--- config.mk ---
export PLATFORM = sky130hd
export DESIGN_NAME = phase_selector_gen_flat
export DESIGN_NICKNAME = d
export VERILOG_FILES = /design/src/rtl/phase_selector_gen_if.sv /design/src/rtl/phase_selector_gen.sv /design/src/flat_wrapper.sv
export SDC_FILE = /design/constraint.sdc
export NUM_CORES = 1
export LEC_CHECK = 0
export BUFFER_PORTS_ARGS = -buffer_cell sky130_fd_sc_hd__buf_2
export CAP_MARGIN = 20
export CORE_UTILIZATION = 36
export CTS_BUF_LIST = sky130_fd_sc_hd__clkbuf_8
export CTS_CLUSTER_SIZE = 8
export DETAILED_ROUTE_END_ITERATION = 12
export PLACE_DENSITY_LB_ADDON = 0.05
export SLEW_MARGIN = 0
export SYNTH_ARGS = -nofsm -noshare
export SYNTH_HDL_FRONTEND = slang
export SYNTH_SLANG_ARGS = --single-unit
export TNS_END_PERCENT = 5
--- constraint.sdc ---
create_clock -name clk -period 2.8 [get_ports clk]
set_clock_uncertainty 0.1 [all_clocks]
set_input_delay 0 -clock clk [delete_from_list [all_inputs] [get_ports clk]]
set_output_delay 0 -clock clk [all_outputs]
set_load 0.05 [all_outputs]
--- src/rtl/phase_selector_gen_if.sv ---
// Phase selector handshake bundle.
// Timer controls in, one-hot select and status out.
interface phase_selector_gen_if #(
  parameter int CNT_WIDTH = 8
);
  logic                 enable;
  logic [CNT_WIDTH-1:0] dwell3;
  logic [CNT_WIDTH-1:0] dwell2;
  logic [CNT_WIDTH-1:0] dwell1;
  logic [CNT_WIDTH-1:0] dwell0;
  logic [3:0]           skip;
  logic                 force_valid;
  logic [1:0]           force_sel;
  logic [3:0]           selector;
  logic [1:0]           phase_idx;
  logic [CNT_WIDTH-1:0] remaining;
  logic                 phase_done;

  modport master (
    output enable, dwell3, dwell2, dwell1, dwell0,
    output skip, force_valid, force_sel,
    input  selector, phase_idx, remaining, phase_done
  );

  modport slave (
    input  enable, dwell3, dwell2, dwell1, dwell0,
    input  skip, force_valid, force_sel,
    output selector, phase_idx, remaining, phase_done
  );
endinterface

--- src/rtl/phase_selector_gen.sv ---
// Four-phase dwell timer driving a one-hot mux select.
// Ring advance with skip mask, forced jumps, freeze.
module phase_selector_gen #(
  parameter int CNT_WIDTH = 8
) (
  input  logic clk,
  input  logic rst,
  phase_selector_gen_if.slave bus
);
  typedef enum logic [1:0] {
    S_LOAD,
    S_RUN,
    S_HOLD
  } state_t;

  state_t               state_q, state_d;
  logic [1:0]           idx_q, idx_d;
  logic [CNT_WIDTH-1:0] rem_q, rem_d;
  logic                 done_q, done_d;
  logic [1:0]           nxt_idx;
  logic [1:0]           step1, step2, step3;
  logic [CNT_WIDTH-1:0] dwell [4];

  assign dwell[0] = bus.dwell0;
  assign dwell[1] = bus.dwell1;
  assign dwell[2] = bus.dwell2;
  assign dwell[3] = bus.dwell3;

  assign step1 = idx_q + 2'd1;
  assign step2 = idx_q + 2'd2;
  assign step3 = idx_q + 2'd3;

  // Nearest non-skipped phase in ring order; stay put if none.
  always_comb begin
    nxt_idx = idx_q;
    priority case (1'b1)
      !bus.skip[step1]: nxt_idx = step1;
      !bus.skip[step2]: nxt_idx = step2;
      !bus.skip[step3]: nxt_idx = step3;
      default:          nxt_idx = idx_q;
    endcase
  end

  // Next state: force first, then load/run/hold behaviour.
  always_comb begin
    state_d = state_q;
    idx_d   = idx_q;
    rem_d   = rem_q;
    done_d  = 1'b0;
    if (bus.force_valid) begin
      idx_d   = bus.force_sel;
      rem_d   = dwell[bus.force_sel];
      done_d  = 1'b1;
      state_d = bus.enable ? S_RUN : S_HOLD;
    end else begin
      unique case (state_q)
        S_LOAD: begin
          if (bus.enable) begin
            rem_d   = dwell[idx_q];
            state_d = S_RUN;
          end
        end
        S_RUN: begin
          if (!bus.enable) begin
            state_d = S_HOLD;
          end else if (rem_q != '0) begin
            rem_d = rem_q - CNT_WIDTH'(1);
          end else begin
            idx_d  = nxt_idx;
            rem_d  = dwell[nxt_idx];
            done_d = 1'b1;
          end
        end
        S_HOLD: begin
          if (bus.enable) state_d = S_RUN;
        end
        default: state_d = S_LOAD;
      endcase
    end
  end

  // State registers with asynchronous reset to phase 0.
  always_ff @(posedge clk or posedge rst) begin
    if (rst) begin
      state_q <= S_LOAD;
      idx_q   <= 2'd0;
      rem_q   <= '0;
      done_q  <= 1'b0;
    end else begin
      state_q <= state_d;
      idx_q   <= idx_d;
      rem_q   <= rem_d;
      done_q  <= done_d;
    end
  end

  assign bus.selector   = 4'b0001 << idx_q;
  assign bus.phase_idx  = idx_q;
  assign bus.remaining  = rem_q;
  assign bus.phase_done = done_q;
endmodule

--- src/flat_wrapper.sv ---
// flat-port wrapper written by rule: the top's interface ports become plain ports
module phase_selector_gen_flat 
#(
  parameter int CNT_WIDTH = 8
)
  (clk, rst, bus_enable, bus_dwell3, bus_dwell2, bus_dwell1, bus_dwell0, bus_skip, bus_force_valid, bus_force_sel, bus_selector, bus_phase_idx, bus_remaining, bus_phase_done);
  phase_selector_gen_if #(.CNT_WIDTH(CNT_WIDTH)) bus_i ();
  input  logic clk;
  input  logic rst;
  input wire logic [$bits(bus_i.enable)-1:0] bus_enable;
  input wire logic [$bits(bus_i.dwell3)-1:0] bus_dwell3;
  input wire logic [$bits(bus_i.dwell2)-1:0] bus_dwell2;
  input wire logic [$bits(bus_i.dwell1)-1:0] bus_dwell1;
  input wire logic [$bits(bus_i.dwell0)-1:0] bus_dwell0;
  input wire logic [$bits(bus_i.skip)-1:0] bus_skip;
  input wire logic [$bits(bus_i.force_valid)-1:0] bus_force_valid;
  input wire logic [$bits(bus_i.force_sel)-1:0] bus_force_sel;
  output wire logic [$bits(bus_i.selector)-1:0] bus_selector;
  output wire logic [$bits(bus_i.phase_idx)-1:0] bus_phase_idx;
  output wire logic [$bits(bus_i.remaining)-1:0] bus_remaining;
  output wire logic [$bits(bus_i.phase_done)-1:0] bus_phase_done;
  assign bus_i.enable = bus_enable;
  assign bus_i.dwell3 = bus_dwell3;
  assign bus_i.dwell2 = bus_dwell2;
  assign bus_i.dwell1 = bus_dwell1;
  assign bus_i.dwell0 = bus_dwell0;
  assign bus_i.skip = bus_skip;
  assign bus_i.force_valid = bus_force_valid;
  assign bus_i.force_sel = bus_force_sel;
  assign bus_selector = bus_i.selector;
  assign bus_phase_idx = bus_i.phase_idx;
  assign bus_remaining = bus_i.remaining;
  assign bus_phase_done = bus_i.phase_done;
  phase_selector_gen #(.CNT_WIDTH(CNT_WIDTH)) u_core (.clk(clk), .rst(rst), .bus(bus_i));
endmodule
; ---- Word-level counts from Yosys, hierarchy flattened
; Cells that the tools add are included.
[op_classes]
magnitude_cmp = 6
n_eq_ne = 7
bitwise_logic = 3
reduce_logical = 9
mux = 36
n_addsub = 4
shift = 1
[ops]
columns = op, count
row1 = 2-to-1 mux 8 bit, 10
row2 = binary-select mux 8 bit (select 2 bit), 3
row3 = 2-to-1 mux 2 bit, 11
row4 = one-hot mux 8 bit (2 select lines), 1
row5 = greater-or-equal comparator 3 bit (second input constant), 3
row6 = less-than comparator 2 x 3 -> 1 bit (second input constant), 3
row7 = != test 3 bit (second input constant), 3
row8 = NOT 2 -> 3 bit, 3
row9 = nonzero test 8 bit, 1
row10 = subtractor 8 x 1 -> 8 bit (second input constant), 1
row11 = 2-to-1 mux 1 bit, 7
row12 = binary-select mux 1 bit (select 2 bit), 3
row13 = AND reduction 3 bit, 2
row14 = adder 2 bit (second input constant), 2
row15 = one-hot mux 2 bit (2 select lines), 1
row16 = nonzero test 2 bit, 2
row17 = left shift 1 x 2 -> 4 bit (first input constant), 1
row18 = != test 3 x 1 -> 1 bit (second input constant), 1
row19 = nonzero test 3 bit, 1
row20 = adder 2 x 1 -> 2 bit (second input constant), 1
row21 = equality test 2 x 1 -> 1 bit (second input constant), 1
row22 = equality test 2 bit (second input constant), 1
row23 = zero test 2 bit, 1
row24 = != test 2 bit (second input constant), 1
row25 = 2 further kinds, 2
[totals]
out_inout_bits = 15
reg_bits = 13
input_bits = 42
word_cells = 70

; ---- Logic depth before layout (Yosys ltp)
; Gate-level depths: netlist of the first run.
[depth]
ltp_word = 14
mapped_depth = 9
mapped_depth_nobuf = 8

; ---- Least setup slack after synthesis of the first run
; OpenSTA, ideal clock, no wires.
[synth_timing]
kind = reg-to-reg
startpoint = register u_core.idx_q[0], in the netlist u_core.bus.phase_idx[0]
endpoint = register u_core.rem_q[6], in the netlist u_core.bus.remaining[6]
arrival_time_ns = 2.596
t_required_ns = 2.574
setup_ns = 0.126
n_path_buf = 0
stages_incl_launch_ff = 9
period_less_slack_ns = 2.822
path_slack_ns = -0.022
cell_sequence = dfrtp_1 -> inv_1 -> ha_1 -> mux2_1 -> a221oi_1 -> a21oi_1 -> and2_1 -> a221oi_1 -> o21ai_1
[synth_between]
elab_chain_len = 14
word_cells_on_any_way = 25
cone_classes = add/sub (3) / mux (20) / bitwise (2)
[synth_rtl]
columns = item, line_no
row1 = from (decl), phase_selector_gen.sv:17  ; logic [1:0] idx_q, idx_d;
row2 = from (signal assigned), phase_selector_gen.sv:91  ; idx_q <= idx_d;
row3 = adder 2 bit, phase_selector_gen.sv:31  ; assign step3 = idx_q + 2'd3;
row4 = binary-select mux 1 bit (select 2 bit), phase_selector_gen.sv:39  ; !bus.skip[step3]: nxt_idx = step3;
row5 = 2-to-1 mux 1 bit (not written as such), phase_selector_gen.sv:39
row6 = 2-to-1 mux 2 bit (3 in series), phase_selector_gen.sv:36  ; priority case (1'b1)
row7 = NOT 2 -> 3 bit (not written as such), phase_selector_gen.sv:70  ; rem_d = dwell[nxt_idx];
row8 = binary-select mux 8 bit (select 2 bit), phase_selector_gen.sv:70
row9 = 2-to-1 mux 8 bit (not written as such) (2 in series), phase_selector_gen.sv:70
row10 = 2-to-1 mux 8 bit, phase_selector_gen.sv:66  ; end else if (rem_q != '0) begin
row11 = 2-to-1 mux 8 bit, phase_selector_gen.sv:64  ; if (!bus.enable) begin
row12 = one-hot mux 8 bit (2 select lines) (*), phase_selector_gen.sv:56  ; unique case (state_q)
row13 = 2-to-1 mux 8 bit (*), phase_selector_gen.sv:50  ; if (bus.force_valid) begin
row14 = to (signal assigned), phase_selector_gen.sv:92  ; rem_q <= rem_d;
row15 = to (decl), phase_selector_gen.sv:18  ; logic [CNT_WIDTH-1:0] rem_q, rem_d;
; Mark *: on every way between the ends. The rest lies on a longest branch, timed or not. The select of a mux whose other input is x is not followed.
; A chain may end at the register's enable or synchronous reset.

; ---- Worst setup path in the final report of the first run
[layout_timing]
startpoint = register u_core.idx_q[0], in the netlist u_core.bus.phase_idx[0]
endpoint = register u_core.rem_q[1], in the netlist u_core.bus.remaining[1]
; Same word-level chain as after synthesis.

==> results of run 1 <==
## metal layers
layer / vias up / track usage [%]
met5: - / 0
met4: 0 / 3.78
met3: 4 / 3.13
met2: 62 / 34.1
met1: 802 / 31.0
li1: 805 / -
## per-stage QoR
step	setup WS [ns]	instance area, µm²	hold WS [ns]
2_1_floorplan	0.188	1710	-0.223
3_3_place_gp	0.299	2050	-0.0364
3_5_place_dp	0.213	2050	-0.0294
4_1_cts	0.197	2120	0.0215
5_1_grt	0.0595	2120	0.0576
6_report	0.228	2120	0.0174
## power groups by stage
stage / Sequential (µW) / Clock (µW) / Combinational, µW
final: 249 / 166 / 545
after global routing: 254 / 179 / 591
after CTS: 249 / 170 / 548
after detailed placement: 252 / 0 / 543
after global placement: 252 / 0 / 538
after floorplan: 334 / 0 / 316
## worst max-delay path by stage
stage	from	cells after the start	endpoint	slack, ns
floorplan	u_core.bus.phase_idx[0]$_DFFE_PP0P_	8	u_core.bus.remaining[6]$_DFFE_PP0P_	0.19
global placement	u_core.bus.phase_idx[0]$_DFFE_PP0P_	8	u_core.bus.remaining[6]$_DFFE_PP0P_	0.30
detailed placement	u_core.bus.phase_idx[0]$_DFFE_PP0P_	8	u_core.bus.remaining[1]$_DFFE_PP0P_	0.21
CTS	u_core.bus.phase_idx[0]$_DFFE_PP0P_	8	u_core.bus.remaining[1]$_DFFE_PP0P_	0.20
global route	u_core.bus.phase_idx[0]$_DFFE_PP0P_	8	u_core.bus.remaining[1]$_DFFE_PP0P_	0.06
finish	u_core.bus.phase_idx[0]$_DFFE_PP0P_	8	u_core.bus.remaining[1]$_DFFE_PP0P_	0.23
## cells in the mapped netlist, types with 2 or more instances
library cell	n
nand2_1	14
ha_1	6
o31ai_1	3
mux2_1	2
o21ai_1	7
mux2_2	8
o21a_1	3
buf_2	2
inv_1	7
nand3b_1	3
clkbuf_1	4
mux4_2	16
o21ai_0	3
nor2b_1	3
a31oi_1	5
a222oi_1	3
and2_1	4
a21oi_1	7
nor2_1	11
dfrtp_1	13
mux2i_1	15
nand2b_1	3
nand3_1	2
a221oi_1	4
## tightest hold or removal path, cell delays in order
cell and delay [ns]:
buf_2 0.18, nand2_1 0.09, o21ai_1 0.05
## cell type report
type | count | area (µm²) | share of cell area [%]
Clock buffer | 3 | 41.3 | 1.95
Clock inverter | 1 | 3.75 | 0.177
Inverter | 8 | 30.0 | 1.42
Multi-Input combinational cell | 143 | 1300 | 61.6
Sequential cell | 13 | 328 | 15.5
Tap cell | 52 | 65.1 | 3.07
Timing Repair Buffer | 64 | 345 | 16.3
## what timing repair did
| action | in CTS | in global routing |
|---|---|---|
| hold endpoints to repair | 15 | 0 |
| gates resized for setup | 0 | 0 |
| hold buffers | 2 | 0 |
## cell families (layout without fill, tap and decap cells)
kind of cell | count (synthesis) | count (layout) | synth area share (%)
simple gates | 45 | 45 | 12.9
fa+ha+maj | 6 | 6 | 4.40
mux | 41 | 41 | 36.5
xor+xnor | 2 | 2 | 1.03
flops | 13 | 13 | 19.1
compound gates | 49 | 49 | 21.6
buf+inv | 17 | 76 | 4.55
## state kept, by name (all words and copies together), names as in the netlist
register,cells
u_core.bus.remaining,8
u_core.bus.phase_idx,2
u_core.state_q,2
u_core.bus.phase_done,1
==> flow_metrics.env, run 1 <==
export IMPL_path_max_fanout=8
export IMPL_grt_overflow=0
export IMPL_area_growth_pct=24.0
export IMPL_holdCritStartpoint="bus_force_sel[0]"
export IMPL_yosys_top_cells_area="mux4_2 (21%), dfrtp_1 (19%), mux2i_1 (8.8%), mux2_2 (5.3%), ha_1 (4.4%)"
export IMPL_slew_headroom_pct=43.3
export IMPL_p_leak_uw=0.000931
export IMPL_period_share_pct=91.9
export IMPL_ctsHtreeMaxLevel=1
export IMPL_synth_edf_count=0
export IMPL_rsz0062_at_grt="false"
export IMPL_p_sw_uw=426
export IMPL_dp_hpwl_um=3880
export IMPL_arrival_ns=2.60
export IMPL_clockBufferDepth=2
export IMPL_rrSetupSlack_ns=0.23
export IMPL_fin_nets=281
export IMPL_grt_pass1_wl_um=8340
export IMPL_place_gp_congestion=0.822
export IMPL_die_y_um=70.9
export IMPL_cts_sinks=13
export IMPL_grt_max_degree=18
export IMPL_critPathBufInv=1
export IMPL_internal_power_uw=534
export IMPL_tns_ns=0
export IMPL_yosysSeqAreaShare_pct=19.1
export IMPL_route_met3_wl_um=242
export IMPL_synthFlopType="dfrtp_1"
export IMPL_combPwrFrac_pct=56.7
export IMPL_synth_area_leader_cell="mux4_2"
export IMPL_drcViolationCount=0
export IMPL_dpl_cell_count=278
export IMPL_synth_avg_cell_area_um2=9.86
export IMPL_slew_viol_final=0
export IMPL_port_buffers=56
export IMPL_cts_tree="built"
export IMPL_synth_nets=221
export IMPL_p_seq_share_pct=26.0
export IMPL_rr_worst_depth=8
export IMPL_worst_pin_slew_ns=0.850
export IMPL_drtIter0Drc=110
export IMPL_async_reset_ff_share_pct=100
export IMPL_final_util_pct=47.6
export IMPL_core_um2=4440
export IMPL_wire_per_inst_um=17.6
export IMPL_antenna_found_initial=0
export IMPL_r2r_start="u_core.bus.phase_idx[0]$_DFFE_PP0P_"
export IMPL_cp_cell_sequence="inv_1, ha_1, mux2i_1, o31ai_1, a21oi_1, and2_1, a22oi_1, a222oi_1"
export IMPL_final_hold_viol_count=0
export IMPL_final_cells=284
export IMPL_postCtsSetupBuffers=0
export IMPL_ys_types=49
export IMPL_drt_pass1_iterations=6
export IMPL_worstPathRequired_ns=2.83
export IMPL_die_x_um=70.9
export IMPL_io_pins=57
export IMPL_crit_family="compound AO/OA/AOI/OAI gates"
export IMPL_ctsRootBufferMaster="clkbuf_8"
export IMPL_max_freq_mhz=389
export IMPL_grt_util_all_layers_pct=21.3
export IMPL_grt_pass1_vias=1635
export IMPL_cap_violations=0
export IMPL_r2r_end="u_core.bus.remaining[1]$_DFFE_PP0P_"
export IMPL_cts_made_buffers=3
export IMPL_setup_viol_count_final=0
export IMPL_ant_nets=0
export IMPL_final_common_cell="buf_2"
export IMPL_wirelength_um=5010
export IMPL_min_to="u_core.bus.phase_idx[0]$_DFFE_PP0P_"
export IMPL_dieArea_um2=5020
export IMPL_hp_class="input port to flip-flop"
export IMPL_critPathMaxStageDelay_ns=0.68
export IMPL_period_minus_slack_ns=2.57
export IMPL_nFillCells=448
export IMPL_syn_inst=173
export IMPL_met1_length_um=2390
export IMPL_clkLatencyLatePin_ns=0.24
export IMPL_met2RoutedLength_um=2310
export IMPL_yosysTopAreaCellShare_pct=21.1
export IMPL_power_switching_share_pct=44.4
export IMPL_clockPowerShare_pct=17.3
export IMPL_worst_path_max_delay_cell="a21oi_1"
export IMPL_startpoint_type="flip-flop"
export IMPL_yosys_warnings=0
export IMPL_status="finished clean"
export IMPL_layout_drive_gt1_share_pct=40.5
export IMPL_vias_per_cell=5.89
export IMPL_initial_core_util_pct=38.4
export IMPL_syn_cell_area_um2=1710
export IMPL_n_antenna_cell=0
export IMPL_end_kind="flip-flop"
export IMPL_finalPower_uw=960
export IMPL_critPathKind="flip-flop to flip-flop"
export IMPL_p_per_area_nw_per_um2=454
export IMPL_mostFrequentLayoutCells="buf_2 (56), mux4_2 (16), mux2i_1 (15)"
export IMPL_highest_layer="met4"
export IMPL_rows=24
export IMPL_ir_worst_vdd_v=0.000198
export IMPL_path_clk_slew_ns=0.06
export IMPL_ys_ff_latch=13
export IMPL_min_path_cells=3
export IMPL_num_vias=1673
Power figures use the tool's default switching activity.
==> run 2, diff against run 1 <==
HOLD_SLACK_MARGIN = 0.05   (was unset)
==> run 2 against run 1 <==
Design area is 0.95% higher. Total power is 0.13% higher. Critical path depth unchanged. Core utilization is 0.45 points higher. Sequential power about the same. Global-route usage increased by 0.15 points. Largest cell class unchanged.
==> flow_metrics.env, run 2 (synthesized netlist as in run 1, its figures left out) <==
export IMPL_worst_path_max_delay_cell="a21oi_1"
export IMPL_end_kind="flip-flop"
export IMPL_ctsRootBufferMaster="clkbuf_8"
export IMPL_path_max_fanout=8
export IMPL_place_ws_ns=0.213
export IMPL_tns_ns=0
export IMPL_p_leak_uw=0.000939
export IMPL_drtIter0Drc=111
export IMPL_initial_core_util_pct=38.4
export IMPL_core_um2=4440
export IMPL_arrival_ns=2.63
export IMPL_place_gp_congestion=0.822
export IMPL_grt_util_all_layers_pct=21.4
export IMPL_die_x_um=70.9
export IMPL_setup_viol_count_final=0
export IMPL_cp_cell_sequence="inv_1, ha_1, mux2i_1, o31ai_1, a21oi_1, and2_1, a22oi_1, a222oi_1"
export IMPL_rows=24
export IMPL_layout_drive_gt1_share_pct=40.2
export IMPL_postCtsSetupBuffers=0
export IMPL_path_clk_slew_ns=0.06
export IMPL_slew_headroom_pct=41.8
export IMPL_grt_pass1_vias=1651
export IMPL_vias_per_cell=5.93
export IMPL_drt_pass1_iterations=7
export IMPL_rsz0062_at_grt="false"
export IMPL_hp_class="input port to flip-flop"
export IMPL_dp_hpwl_um=3880
export IMPL_period_share_pct=92.8
export IMPL_port_buffers=56
export IMPL_num_vias=1696
export IMPL_io_pins=57
export IMPL_cts_sinks=13
export IMPL_n_antenna_cell=0
export IMPL_clkLatencyLatePin_ns=0.24
export IMPL_period_minus_slack_ns=2.60
export IMPL_cts_made_buffers=3
export IMPL_p_per_area_nw_per_um2=450
export IMPL_ir_worst_vdd_v=0.000198
export IMPL_final_setup_worst_slack_ns=0.200
export IMPL_hold_buffers=4
export IMPL_dieArea_um2=5020
export IMPL_critPathMaxStageDelay_ns=0.70
export IMPL_startpoint_type="flip-flop"
export IMPL_final_area_um2=2140
export IMPL_clockBufferDepth=2
export IMPL_grt_overflow=0
export IMPL_final_hold_viol_count=0
export IMPL_drcViolationCount=0
export IMPL_mostFrequentLayoutCells="buf_2 (56), mux4_2 (16), mux2i_1 (15)"
export IMPL_final_util_pct=48.1
export IMPL_cts_tree="built"
export IMPL_worstPathRequired_ns=2.83
export IMPL_wire_per_inst_um=17.5
export IMPL_grt_pass1_wl_um=8400
export IMPL_final_common_cell="buf_2"
export IMPL_status="finished clean"
export IMPL_antenna_found_initial=0
export IMPL_die_y_um=70.9
export IMPL_critPathKind="flip-flop to flip-flop"
export IMPL_grt_max_degree=18
export IMPL_worst_pin_slew_ns=0.872
export IMPL_ant_nets=0
export IMPL_largest_register_ffs=8
export IMPL_ctsHtreeMaxLevel=1
export IMPL_cap_violations=0
export IMPL_area_growth_pct=25.2
export IMPL_max_freq_mhz=385
export IMPL_cts_resized=0
export IMPL_wirelength_um=4990
export IMPL_placed_cell_area_um2=2050
export IMPL_fin_nets=283
export IMPL_slew_viol_final=0
## run 2: cell count changes in the layout (fill, tap and decap cells not counted), sizes merged
cell	delta
dlygate4sd3	+2
## run 2: final cells by class
cell class                      instances  area, µm²
Timing Repair Buffer                   66        365
Clock buffer                            3       41.3
Inverter                                8       30.0
Sequential cell                        13        328
Fill cell                             447       2310
Multi-Input combinational cell        143       1300
Tap cell                               52       65.1
Clock inverter                          1       3.75
## run 2: through the flow
stage	hold slack [ns]	total power [µW]	instances
2_1_floorplan	-0.223	650	173
3_3_place_gp	-0.0364	789	278
3_5_place_dp	-0.0294	796	278
4_1_cts	0.0847	968	286
5_1_grt	0.140	1030	286
6_report	0.0807	962	286
## run 2: critical path: cells and delay by family, from the launching register on
kind,cells,cell delay (ns)
AOI/OAI and AO/OA,4,1.08
adders and majority gates,1,0.38
DFF,1,0.35
and+or+nand+nor,1,0.27
muxes,1,0.24
buffers and inverters,1,0.07
## run 2: report_power, final
group,switching [µW],total (µW),internal [µW]
Clock,69.6,166,96.8
Sequential,34.7,249,215
Combinational,321,546,225
## run 2: path summary, 6_finish.rpt
| path | startpoint | endpoint | slack (ns) | cells after the start |
|---|---|---|---|---|
| min in group asynchronous | rst | u_core.bus.remaining[7]$_DFFE_PP0P_ | 0.23 | 3 |
| hold / removal | bus_force_sel[1] | u_core.bus.phase_idx[1]$_DFFE_PP0P_ | 0.08 | 3 |
| hold reg to reg | u_core.state_q[0]$_DFFE_PP0P_ | u_core.state_q[0]$_DFFE_PP0P_ | 0.43 | 1 |
| max in group asynchronous | rst | u_core.bus.phase_idx[0]$_DFFE_PP0P_ | 1.99 | 3 |
| setup reg to reg | u_core.bus.phase_idx[1]$_DFFE_PP0P_ | u_core.bus.remaining[1]$_DFFE_PP0P_ | 0.20 | 8 |
| setup / recovery | u_core.bus.phase_idx[1]$_DFFE_PP0P_ | u_core.bus.remaining[1]$_DFFE_PP0P_ | 0.20 | 8 |
## run 2: layer usage
metal,up-vias,GRT usage [%],routed length [µm]
met3,4,3.13,230
li1,807,-,-
met2,67,34.5,2310
met4,0,3.78,65
met5,-,0,0
met1,818,31.1,2380
